## src/rtl/var_clk_div.sv

```systemverilog
// Variable-ratio clock divider with glitch-free divisor updates and en parking.
// Optional VAR_CLK_EDGE_CNT_EN adds an edge_cnt output counting rising edges of clk_out.
module var_clk_div #(
    parameter int unsigned DIV_W   = 8,
    parameter int unsigned DIV_RST = 0,
    parameter int unsigned CNT_W   = 16
) (
    input  logic             clk,
    input  logic             rst_n,
    input  logic             en,
    input  logic [DIV_W-1:0] div_in,
    input  logic             div_load,
    output logic             div_ack,
    output logic             busy,
    output logic [DIV_W-1:0] cur_div,
    output logic             clk_out,
    output logic             rise_stb,
    output logic             fall_stb
`ifdef VAR_CLK_EDGE_CNT_EN
    ,
    output logic [CNT_W-1:0] edge_cnt
`endif
);

    if (DIV_W == 0 || CNT_W == 0) begin : g_param_check
        $error("var_clk_div: DIV_W and CNT_W must be non-zero");
    end

    logic [DIV_W-1:0] cnt;
    logic [DIV_W-1:0] pend;
    logic             active;
    logic             at_end;
    logic             toggle;
    logic             fall_tgl;
    logic             apply;

    // A high phase always runs to completion; a new divisor lands only at a phase boundary.
    always_comb begin
        active   = en | clk_out;
        at_end   = (cnt == cur_div);
        toggle   = active & at_end;
        fall_tgl = toggle & clk_out;
        apply    = busy & (fall_tgl | ~active);
    end

    always_ff @(posedge clk or negedge rst_n) begin
        if (!rst_n) begin
            cnt      <= '0;
            clk_out  <= 1'b0;
            cur_div  <= DIV_W'(DIV_RST);
            pend     <= '0;
            busy     <= 1'b0;
            div_ack  <= 1'b0;
            rise_stb <= 1'b0;
            fall_stb <= 1'b0;
        end else begin
            div_ack  <= div_load;
            rise_stb <= toggle & ~clk_out;
            fall_stb <= fall_tgl;

            if (!active) begin
                cnt     <= '0;
                clk_out <= 1'b0;
            end else if (at_end) begin
                cnt     <= '0;
                clk_out <= ~clk_out;
            end else begin
                cnt <= cnt + DIV_W'(1);
            end

            if (apply) begin
                cur_div <= pend;
            end

            // A load on the apply cycle keeps the new value pending behind the applied one.
            if (div_load) begin
                pend <= div_in;
                busy <= 1'b1;
            end else if (apply) begin
                busy <= 1'b0;
            end
        end
    end

`ifdef VAR_CLK_EDGE_CNT_EN
    always_ff @(posedge clk or negedge rst_n) begin
        if (!rst_n) begin
            edge_cnt <= '0;
        end else if (toggle & ~clk_out) begin
            edge_cnt <= edge_cnt + CNT_W'(1);
        end
    end
`endif

endmodule

```

## config.mk

```make
export PLATFORM = sky130hd
export DESIGN_NAME = var_clk_div
export DESIGN_NICKNAME = d
export VERILOG_FILES = /design/src/rtl/var_clk_div.sv
export SDC_FILE = /design/constraint.sdc
export NUM_CORES = 1
export LEC_CHECK = 0
export BUFFER_PORTS_ARGS = -buffer_cell sky130_fd_sc_hd__buf_2
export CAP_MARGIN = 10
export CORE_AREA = 2 2 81 83
export CTS_CLUSTER_SIZE = 12
export DETAILED_ROUTE_END_ITERATION = 10
export DIE_AREA = 0 0 83 85
export GPL_TIMING_DRIVEN = 0
export PLACE_DENSITY_LB_ADDON = 0.15
export SLEW_MARGIN = 20
export SYNTH_ARGS = -nofsm -noshare
export SYNTH_HDL_FRONTEND = slang
export SYNTH_SLANG_ARGS = --single-unit
```

## constraint.sdc

```tcl
create_clock -name clk -period 1.41 [get_ports clk]
set_input_delay 0.0705 -clock clk [delete_from_list [all_inputs] [get_ports clk]]
set_output_delay 0.0705 -clock clk [all_outputs]
set_load 0.01 [all_outputs]
```

Word level (Yosys, flattened, before mapping)
Index checks and enable logic that the tools add are counted.
{"block": "word_totals", "regBits": 29, "input_bits": 12, "output_inout_bits": 13, "elab_cells": 26}
{"block": "classes", "add_sub_neg": 1, "n_eq_ne": 2, "mux": 6, "n_bitwise": 8, "n_reduce_logical": 1}
{"operator": "2-to-1 mux 8 bit", "n": 2}
{"operator": "adder 8 x 1 -> 8 bit (second input constant)", "n": 1}
{"operator": "== test 8 bit", "n": 1}
{"operator": "AND 1 bit", "n": 4}
{"operator": "2-to-1 mux 1 bit", "n": 4}
{"operator": "!= test 2 x 1 -> 1 bit (second input constant)", "n": 1}
{"operator": "NOT 1 bit", "n": 2}
{"operator": "bitwise OR 1 bit", "n": 2}
{"operator": "nonzero test 2 bit", "n": 1}

Logic depth before layout (Yosys ltp)
{"block": "logic_depth", "ltp_word": 7, "ltp_mapped": 6, "depth_no_buf": 5}

Worst setup path before layout
OpenSTA, ideal clock, no wires.
{"block": "synth_path", "path_type": "register -> register", "from": "register cur_div[7]", "to": "register cur_div[5]", "setup_ns": 0.138, "arrival_ns": 1.388, "t_required_ns": 1.272, "slack_ns": -0.117, "stages_incl_launch_ff": 7, "path_buffers": 2, "period_less_slack_ns": 1.527, "cell_sequence": "dfrtp_1 > xor2_1 > nor4_2 > and2_1 > buf_6 > buf_12 > o211ai_2"}
{"block": "synth_via", "elab_chain_len": 5}
{"element": "start: declaration", "line_no": "15", "source": "output logic [DIV_W-1:0] cur_div,"}
{"element": "start signal: assignment", "line_no": "50", "source": "cur_div <= DIV_W'(DIV_RST);"}
{"element": "start signal: assignment", "line_no": "72", "source": "cur_div <= pend;"}
{"element": "== test 8 bit", "line_no": "40", "source": "at_end = (cnt == cur_div);"}
{"element": "AND 1 bit", "line_no": "41", "source": "toggle = active & at_end;"}
{"element": "AND 1 bit", "line_no": "42", "source": "fall_tgl = toggle & clk_out;"}
{"element": "bitwise OR 1 bit", "line_no": "43", "source": "apply = busy & (fall_tgl | ~active);"}
{"element": "AND 1 bit", "line_no": "43"}
No other way between the ends.
A chain may end at the register's enable or synchronous reset.

Final worst setup path
{"block": "layout_path", "from": "register cur_div[2]", "to": "register cur_div[5]"}
Same word-level chain as after synthesis.

==> qor.txt <==
Layout Skew: 0.00272 ns
clk_lat worst skew: 0.28 ns
setup violators final: 19
setup tns final: -2.34 ns
EDFF count, synth: 0
Worst R2R End: cur_div[5]
global-route wire length before repair: 7.55 mm
Core Region: 6200 µm²
CTS tree: done
Port Buffers: 24
critical-path cell list: xor2_1, nor4_2, buf_4, and2_4, buf_12, o211ai_2
Die Wd: 83 µm
drt total wl: 4.58 mm
antenna violations before repair: 0
most instantiated cells after synthesis: 29 x dfrtp_1, 11 x xor2_1, 10 x and3_1, 10 x nand3_1, 9 x o21ai_0
number of diodes: 0
Hold Path Stages: 2
synthesized cell area: 1620 µm²
dpl hpwl: 2.96 mm
CP max stage delay: 0.39 ns
f_max: 0.640 GHz
maxcap violations: 0
clk root buf: clkbuf_8
startpoint type of the worst setup path: flop
final worst-path cycle share: 111%
pin count of the biggest net entering global routing: 30
most common cell in the netlist: dfrtp_1
Total Nets Final: 208
Pleak: 0.900 nW
crit path DAT: 1.72 ns
cell taking the most area after synthesis: dfrtp_1
die area: 7060 µm²
FILL cells: 633
PwrDens: 937 nW/µm²
Reg clk slew, reported paths: 0.06 ns
sequential cell area fraction in the yosys report: 44.9%
initial core utilization: 26.1%
Die Ht: 85 µm
Hold Startpoint: div_in[2]
post-synth top area share: 44.9%
I/O pin cnt: 25
Worst R2R Path Depth: 6
via count: 1335
failing checks: setup timing
TritonCTS Buffers: 5
Iter 0 DRT Violations: 52
post-synthesis register bit count: 29
Max rail drop VDD: 533 µV
combinational share of power: 18.3%
kind of critical path: reg2reg
CTS H-Tree Depth: 2
all-layer global routing usage: 13.7%
max-slew violations: 0
hold crit path type: in2reg
Layout Area Growth over Synthesis: 35.1%
Hold EP: pend[2]
Placed Area: 1840 µm²
CP endpoint kind: flop
worst hold slack: 0.0188 ns
post-route DRC violation count: 0
RSZ-0062 raised after global routing: true
Synthesis Warnings: 0
slowest cell on the critical path: dfrtp_1
final instance area: 2180 µm²
drt wl/cell: 16.8 µm
Net Sw Frac: 28.0%
slew margin rel.: 55.1%
syn nets: 158
Max Root-Sink Buffers: 2
status: finished, violations left
final hold vios: 0
Switch Pwr: 573 µW
Routability Congestion: 0.781
Internal: 1.47 mW
Synth Flop Type: dfrtp_1
number of global-route vias before repair: 1472
Clock Sinks: 29
share of power burned in registers: 47.1%
Multi-input gate area: 850 µm²
WP data required: 1.56 ns
critical path peak fanout: 5
remaining global-route overflow: 0
worst setup slack after placement: -0.365 ns
worst reg2reg startpoint: cur_div[2]
Final ANT Viol Nets: 0
syn avg cell area: 11.1 µm²
worst-margin pin slew: 0.674 ns
Clk pwr share: 34.6%
Pwr Total: 2.05 mW
DR pass1 iterations: 4
R2R Setup Slk: -0.15 ns
FFs w/ async S/R, synth: 100%
final non-filler cell total: 272
fin util: 35.2%
final worst path period need: 1.56 ns
Area contributors post-synth: dfrtp_1 45%, xor2_1 6.0%, mux2_2 5.6%
placed cell count: 246
synth unique cells: 28
Register Area: 733 µm²
Row Count: 29
via density per instance: 4.91
Gate Count Post-Synth: 145
layout cell share with drive strength beyond 1: 47.2%
fin worst setup slack: -0.152 ns
-- registers in the layout, summed over array words and instances, names as in the netlist --
name / cells
fall_stb: 1
pend: 8
clk_out: 1
div_ack: 1
busy: 1
cnt: 8
rise_stb: 1
cur_div: 8
-- cell families after synthesis --
kind of cell / synth area share (%)
flops: 44.9
fa+ha+maj: 0.774
simple gates: 23.9
mux: 5.57
xor+xnor: 7.59
buf+inv: 4.88
compound gates: 12.4
-- repair_timing --
action | CTS | global route
buffers inserted | 15 | 2
cloned | 2 | 0
hold buffers | 2 | 0
gates resized for setup | 21 | 8
setup endpoints to repair | 20 | 20
pin swaps | 21 | 5
hold endpoints to repair | 30 | 0
-- power by group through the flow --
| stage | Clock [mW] | Sequential (mW) | Combinational [mW] |
|---|---|---|---|
| final | 0.708 | 0.965 | 0.374 |
| after global routing | 0.760 | 0.974 | 0.415 |
| after CTS | 0.727 | 0.963 | 0.373 |
| after detailed placement | 0 | 0.992 | 0.301 |
| after global placement | 0 | 0.988 | 0.291 |
| after floorplan | 0 | 0.977 | 0.185 |
-- layout by cell type, fill, tap and decap left out, drive strengths merged --
| cell type | netlist | final |
|---|---|---|
| nand3 | 10 | 10 |
| nor3 | 7 | 7 |
| and2 | 2 | 2 |
| o211ai | 8 | 8 |
| mux2 | 8 | 8 |
| and3 | 11 | 11 |
| and4b | 1 | 1 |
| ha | 1 | 1 |
| xnor2 | 3 | 3 |
| a311oi | 8 | 8 |
| nor4 | 2 | 2 |
| dlygate4sd3 | 0 | 2 |
| o21bai | 1 | 1 |
| xor2 | 11 | 11 |
| nor2b | 8 | 8 |
| a21o | 1 | 1 |
| clkbuf | 6 | 13 |
| dfrtp | 29 | 29 |
| nor3b | 9 | 9 |
| nor2 | 1 | 1 |
| nand2 | 1 | 1 |
| nand4 | 1 | 1 |
| o21ai | 9 | 9 |
| buf | 7 | 48 |
-- worst max-delay path, delay by kind of cell (launching register included) --
kind	cells	cell delay, ns
AO/OA/AOI/OAI	1	0.07
XOR/XNOR	1	0.17
buffers and inverters	2	0.32
flip-flops	1	0.39
AND/OR/NAND/NOR	2	0.49
-- how the worst max path moves through the flow --
stage	startpoint	endpoint	slack [ns]	depth (start not counted)
2_1_floorplan	cur_div[0]	cur_div[5]	-0.09	6
3_3_place_gp	cur_div[4]	busy	-0.34	5
3_5_place_dp	cur_div[4]	busy	-0.37	5
4_1_cts	cur_div[6]	busy	-0.16	6
5_1_grt	cur_div[7]	cur_div[2]	-0.21	6
6_report	cur_div[2]	cur_div[5]	-0.15	6
-- cell type report --
class                           instances  share of cell area [%]
Buffer                                 12                    4.35
Clock buffer                            7                    3.95
Multi-Input combinational cell        103                    38.9
Sequential cell                        29                    33.6
Tap cell                               77                    4.41
Timing Repair Buffer                   44                    14.8
-- metal layers --
layer	share of wire [%]	global-route usage, %	up-vias
met5	0	0	-
met1	45	17.2	667
met4	1.1	3.58	0
li1	-	-	633
met3	4.2	3.50	7
met2	50	23.8	28
Power figures use the tool's default switching activity.
